<file path="config.mk">
export PLATFORM = sky130hd
export DESIGN_NAME = fifo_drain_packer
export DESIGN_NICKNAME = d
export VERILOG_FILES = /design/src/rtl/fifo_drain_packer.sv
export SDC_FILE = /design/constraint.sdc
export NUM_CORES = 1
export LEC_CHECK = 0
export ABC_CLOCK_PERIOD_IN_PS = 3200
export CORE_UTILIZATION = 51
export CTS_BUF_LIST = sky130_fd_sc_hd__clkbuf_4 sky130_fd_sc_hd__clkbuf_8 sky130_fd_sc_hd__clkbuf_16
export CTS_CLUSTER_DIAMETER = 200
export DETAILED_ROUTE_END_ITERATION = 6
export PLACE_DENSITY_LB_ADDON = 0.12
export REMOVE_ABC_BUFFERS = 1
export SLEW_MARGIN = 25
export SYNTH_ARGS = -nofsm -noshare
export SYNTH_HDL_FRONTEND = slang
export SYNTH_SLANG_ARGS = --single-unit
</file>
<file path="constraint.sdc">
create_clock -name clk -period 3.2 [get_ports clk]
set_input_delay 0.32 -clock clk [delete_from_list [all_inputs] [get_ports clk]]
set_output_delay 0.32 -clock clk [all_outputs]
set_load 0.005 [all_outputs]
</file>
<file path="src/rtl/fifo_drain_packer.sv">
// rtl/fifo_drain_packer.sv - packs PACK FIFO words into one wide valid/ready beat; DRAIN_CNT_EN adds beat_cnt
module fifo_drain_packer #(
    parameter int DATA_WIDTH = 32,
    parameter int PACK       = 2,
    parameter int PACK_LOG   = 1
) (
    input  logic                       clk,
    input  logic                       rst,
    input  logic                       fifo_empty,
    input  logic [DATA_WIDTH-1:0]      fifo_data,
    output logic                       fifo_cs,
    output logic                       fifo_rd_en,
    input  logic                       flush,
    output logic                       out_valid,
    input  logic                       out_ready,
    output logic [DATA_WIDTH*PACK-1:0] out_data,
    output logic [PACK_LOG:0]          out_count,
`ifdef DRAIN_CNT_EN
    output logic [15:0]                beat_cnt,
`endif
    output logic                       busy
);

    localparam int CNT_W = PACK_LOG + 1;
    localparam logic [CNT_W:0]   PACK_EXT = (CNT_W + 1)'(PACK);
    localparam logic [CNT_W-1:0] PACK_CNT = CNT_W'(PACK);
    localparam logic [CNT_W-1:0] PACK_M1  = CNT_W'(PACK - 1);

    typedef enum logic {S_FILL = 1'b0, S_OUT = 1'b1} state_t;

    state_t                      r_state;
    state_t                      w_state_next;
    logic [CNT_W-1:0]            r_cnt;
    logic                        r_rd_pend;
    logic                        r_flush_pend;
    logic [DATA_WIDTH*PACK-1:0]  r_data;
    logic [CNT_W:0]              w_inflight;
    logic                        w_rd_en;
    logic                        w_accept;
    logic                        w_last_capture;
    logic                        w_flush_go;
    logic                        w_flush_clr;

    // Words already held plus the one in flight must never exceed a beat.
    assign w_inflight     = {1'b0, r_cnt} + {{CNT_W{1'b0}}, r_rd_pend};
    assign w_rd_en        = !rst && (r_state == S_FILL) && !fifo_empty && !r_flush_pend
                            && (w_inflight < PACK_EXT);
    assign w_accept       = (r_state == S_OUT) && out_ready;
    assign w_last_capture = (r_state == S_FILL) && r_rd_pend && (r_cnt == PACK_M1);
    assign w_flush_go     = (r_state == S_FILL) && r_flush_pend && !r_rd_pend;
    // A full beat leaves flush_pend set so it resolves in FILL with an empty count.
    assign w_flush_clr    = (w_accept && (r_cnt != PACK_CNT)) || (w_flush_go && (r_cnt == '0));

    // State register
    always_ff @(posedge clk or posedge rst) begin
        if (rst) begin
            r_state <= S_FILL;
        end else begin
            r_state <= w_state_next;
        end
    end

    // Next-state: leave FILL on the last capture or a resolved flush, leave OUT on accept
    always_comb begin
        w_state_next = r_state;
        case (r_state)
            S_FILL: begin
                if (w_last_capture) begin
                    w_state_next = S_OUT;
                end else if (w_flush_go && (r_cnt != '0)) begin
                    w_state_next = S_OUT;
                end
            end
            S_OUT: begin
                if (out_ready) begin
                    w_state_next = S_FILL;
                end
            end
            default: w_state_next = S_FILL;
        endcase
    end

    // Outputs decoded from state and the held beat
    always_comb begin
        fifo_rd_en = w_rd_en;
        fifo_cs    = w_rd_en;
        out_valid  = (r_state == S_OUT);
        out_count  = (r_state == S_OUT) ? r_cnt : '0;
        out_data   = r_data;
        busy       = (r_state == S_OUT) || (r_cnt != '0) || r_rd_pend;
    end

    // Datapath: track the in-flight read, capture into lane cnt, clear lanes on accept
    always_ff @(posedge clk or posedge rst) begin
        if (rst) begin
            r_rd_pend    <= 1'b0;
            r_flush_pend <= 1'b0;
            r_cnt        <= '0;
            r_data       <= '0;
        end else begin
            r_rd_pend    <= w_rd_en;
            r_flush_pend <= flush || (r_flush_pend && !w_flush_clr);
            if (w_accept) begin
                r_cnt  <= '0;
                r_data <= '0;
            end else if (r_rd_pend) begin
                for (int i = 0; i < PACK; i++) begin
                    if (r_cnt == CNT_W'(i)) begin
                        r_data[i*DATA_WIDTH +: DATA_WIDTH] <= fifo_data;
                    end
                end
                r_cnt <= r_cnt + CNT_W'(1);
            end
        end
    end

`ifdef DRAIN_CNT_EN
    logic [15:0] r_beat_cnt;

    // Count every accepted beat, partial or full; wraps naturally at 16 bits
    always_ff @(posedge clk or posedge rst) begin
        if (rst) begin
            r_beat_cnt <= '0;
        end else if (w_accept) begin
            r_beat_cnt <= r_beat_cnt + 16'd1;
        end
    end

    assign beat_cnt = r_beat_cnt;
`endif

endmodule

</file>
Word level (Yosys, flattened, before mapping)
Cells that the tools add are included.

Bitwise gates (word level): 1. Order comparisons: 1. Reduce and logical (&&, ||, !) cells: 29. Add/subtract/negate cells: 2. Equal/unequal tests: 2. Multiply operators: 0. Multiplexer cells: 11. Shift-type cells: 0. Divide/modulo/power cells: 0.

Operators by type and width (number): 64-bit 2-to-1 mux (2); 32-bit 2-to-1 mux (2); 1-bit logical AND (13); 2-bit nonzero test (4); 2-bit 2-to-1 mux (3); 1-bit zero test (5); 1-bit logical OR (4); 2-bit AND reduction (2); 2-bit by 1-bit adder with 3-bit output (1); 3-bit by 2-bit < comparator with 1-bit output, second input constant (1); 1-bit 2-to-1 mux (3); 2-bit by 1-bit adder with 2-bit output, second input constant (1); 2-bit by 1-bit equality test with 1-bit output, second input constant (1); 2-bit zero test (1); 2-bit != test, second input constant (1); 1-bit case mux with 2 select lines (1); 1-bit NOT (1).

Bits in read-only memories: 0. Flip-flop bits (word level): 69. Bits in writable memories: 0. Input bits: 37. Output and inout bits: 70. Bits in latches: 0. Memories: 0. Logic and storage cells: 52.

Logic depth before layout (Yosys ltp)
Word-level depth: 8. Depth in mapped cells: 6. Depth with buffers taken out: 4.

Worst setup path after synthesis
OpenSTA, ideal clock, no wires.

Path type: register -> output. From: register r_rd_pend. To: output port fifo_rd_en. Path slack: 1.596 ns. Path buffers: 3. Required time: 2.880 ns. Stages on the path, launching flop included: 6. Arrival: 1.284 ns. Cell sequence: dfrtp_1 -> buf_6 -> buf_6 -> a211o_1 -> nor4_2 -> buf_4.

Word-level cells in the longest chain between the ends: 3.

Ends and longest elaborated chain: start, declared (line 34) `logic r_rd_pend;`; start signal, assigned (line 101) `r_rd_pend <= w_rd_en;`; 2-bit by 1-bit adder with 3-bit output (line 45) `assign w_inflight = {1'b0, r_cnt} + {{CNT_W{1'b0}}, r_rd_pend};`; 3-bit by 2-bit < comparator with 1-bit output (line 47) `&& (w_inflight < PACK_EXT);`; 1-bit logical AND (line 47); end, declared (line 12) `output logic fifo_rd_en,`.

No other way between the ends.

Final worst setup path
Ends and elaborated chain as after synthesis.

==> reports/results.tsv <==
metric	value	unit
antenna-diode-count	0	
rows	29	
fin_worst_skew	0.00615	ns
dieArea	0.00720	sq mm
syn-cell-area	0.00350	sq mm
path_class	reg -> out	
synthCells	320	
fin_ws	0.617	ns
viasPerCell	5.60	
track_usage	23.3	%
p_per_area	700	mW/mm^2
wl_per_cell	16.1	microns
fin_nets	446	
end_kind	output port	
dr.pass1.iters	7	
rsz0062_at_grt	false	
cts-root-buf	clkbuf_8	
worstPathCellList	a211o_1, nor4_2, clkdlybuf4s50_1	
clk_pin_slew	0.07	ns
areaGrowthSynthToFinish	34.7	%
fillers	483	
cts_buffers	9	
stdcell_area	0.00472	sq mm
grt_overflow	0	
worstSetupStartpointType	flop	
io_buffers	106	
period_share	80.7	%
violations	design-rule violations	
worst_ep_arrival_time	2.26	ns
cts_max_path_buffers	2	
grt_max_degree	70	
worst_slew_pin_slew	0.682	ns
htree_num_levels	3	
setup_viol	0	
dp_cells	472	
syn_area_per_cell	10.9	sq um
slowest_stage	dfrtp_4	
die_h	84.9	microns
start_util	53.9	%
fin_crit	2.58	ns
postCtsSetupBuffers	0	
p_leak	0.00195	uW
hold_class	in -> async	
regArea	0.00173	sq mm
slew_viol_final	0	
yosysWarnings	0	
hold_viol	0	
vias	2734	
grt_pass1_vias	2631	
drt_iter0_markers	198	
wirelength	7.85	mm
critPathMaxFanout	66	
cp.buffers_inverters	1	
peakVddDrop	0.000463	V
fp.dieW	84.9	microns
cts_tree	yes	
fmax	387	MHz
ys_seq_area_share	49.3	%
multi_input_area	0.00155	sq mm
cts_resized	0	
netlist-cell-type-count	21	
layout-drive-gt1-share	21.9	%
crit_family	flip-flops	
antenna_found_initial	0	
place_hpwl	4.78	mm
drc	9	
clock_latency	0.34	ns
synth_seq_cells	69	
cts.sinks	69	
worstPathRequired	2.88	ns
fin_cells	488	
cts_hold_buf	0	
grt_pass1_wl	13.1	mm
relSlewSlack	54.5	%
coreArea	0.00649	sq mm
dp_slack	0.992	ns
max_stage_delay	0.73	ns
drv_cap	0	
status	finished, violations left	
routabilityCongestion	0.713	
totalNegativeSetupSlack	0	ns
postRouteAntennaNets	0	
placed_area	0.00452	sq mm
io_pins	107	
layout make-up:
type / count / area share (%)
clock inverter: 5 / 1.06
tap: 77 / 2.04
clock buffer: 11 / 3.08
multi-input combinational: 210 / 32.8
sequential: 69 / 36.7
inverter: 3 / 0.239
timing repair buffer: 113 / 24.1
sequential cells by signal, summed over array words and instances (netlist names):
| signal | cells |
|---|---|
| out_valid | 1 |
| r_cnt | 2 |
| out_data | 64 |
| r_rd_pend | 1 |
| r_flush_pend | 1 |
routing by layer:
metal	track usage, %	routed length, microns
met1	31.9	3450
met5	0	0
met4	8.94	130
met2	34.7	3650
met3	7.68	618
worst register-to-register path, delay by kind of cell (launching register included):
family	cells	cell delay, ns
buffers and inverters	1	0.67
AO/OA/AOI/OAI	2	0.32
flip-flops	1	0.85
synth_stat cells:
cell type | number | area share (%)
a211o_1 | 1 | 0.25
a21bo_1 | 33 | 9.4
a21bo_2 | 31 | 8.9
a21oi_1 | 36 | 5.1
a21oi_2 | 30 | 7.5
a31o_1 | 1 | 0.25
and2_1 | 3 | 0.54
buf_2 | 20 | 2.9
buf_4 | 3 | 0.64
buf_6 | 6 | 1.9
clkbuf_1 | 9 | 0.96
dfrtp_1 | 69 | 49
ha_1 | 3 | 1.1
inv_1 | 3 | 0.32
mux2i_1 | 1 | 0.29
nand3_1 | 64 | 9.1
nand3b_1 | 1 | 0.21
nor2_1 | 2 | 0.21
nor4_2 | 1 | 0.36
or3b_1 | 2 | 0.50
xnor2_1 | 1 | 0.25
layout by cell type (no fill, tap or decap), drive strengths merged, types with 2 or more instances in the layout:
cell and instances:
nand3 64, nor2 2, inv 3, clkinv 4, and2 3, ha 3, a21bo 64, dfrtp 69
buf 7, or3b 2, a21oi 66, clkdlybuf4s50 106, clkbuf 11
cell families (layout without fill, tap and decap cells):
| family | count (synthesis) | count (layout) | synth area share [%] |
|---|---|---|---|
| XOR/XNOR | 1 | 1 | 0.250 |
| AND/OR/NAND/NOR | 73 | 73 | 11.0 |
| multiplexers | 1 | 1 | 0.286 |
| AO/OA/AOI/OAI | 132 | 132 | 31.4 |
| buffers and inverters | 41 | 132 | 6.71 |
| flip-flops | 69 | 69 | 49.3 |
| adder cells (fa/ha/maj) | 3 | 3 | 1.07 |
where the power goes:
group,internal [uW],switching [uW]
Sequential,1080,156
Clock,385,325
Combinational,750,607
Total,2220,1090
stage by stage:
step                      hold slack [ns]  utilization (%)  total power, uW
after global routing                0.515             72.7             3500
after global placement              0.485             69.7             2580
after floorplan                     0.412                -             1910
final                               0.442             72.7             3310
after CTS                           0.461             72.7             3350
after detailed placement            0.480             69.7             2610
path summary, 6_finish.rpt:
| check | start | to | slack, ns | cells past startpoint |
|---|---|---|---|---|
| worst max-delay path | r_rd_pend | fifo_rd_en | 0.62 | 3 |
| worst min-delay path | rst | r_rd_pend | 0.44 | 2 |
| worst max register to register | r_rd_pend | out_data[0] | 1.25 | 3 |
| worst min register to register | r_flush_pend | r_rd_pend | 0.49 | 1 |
| max in group asynchronous | rst | out_data[10] | 2.10 | 3 |
| min in group clk | r_flush_pend | r_rd_pend | 0.49 | 1 |
Power figures use the tool's default switching activity.
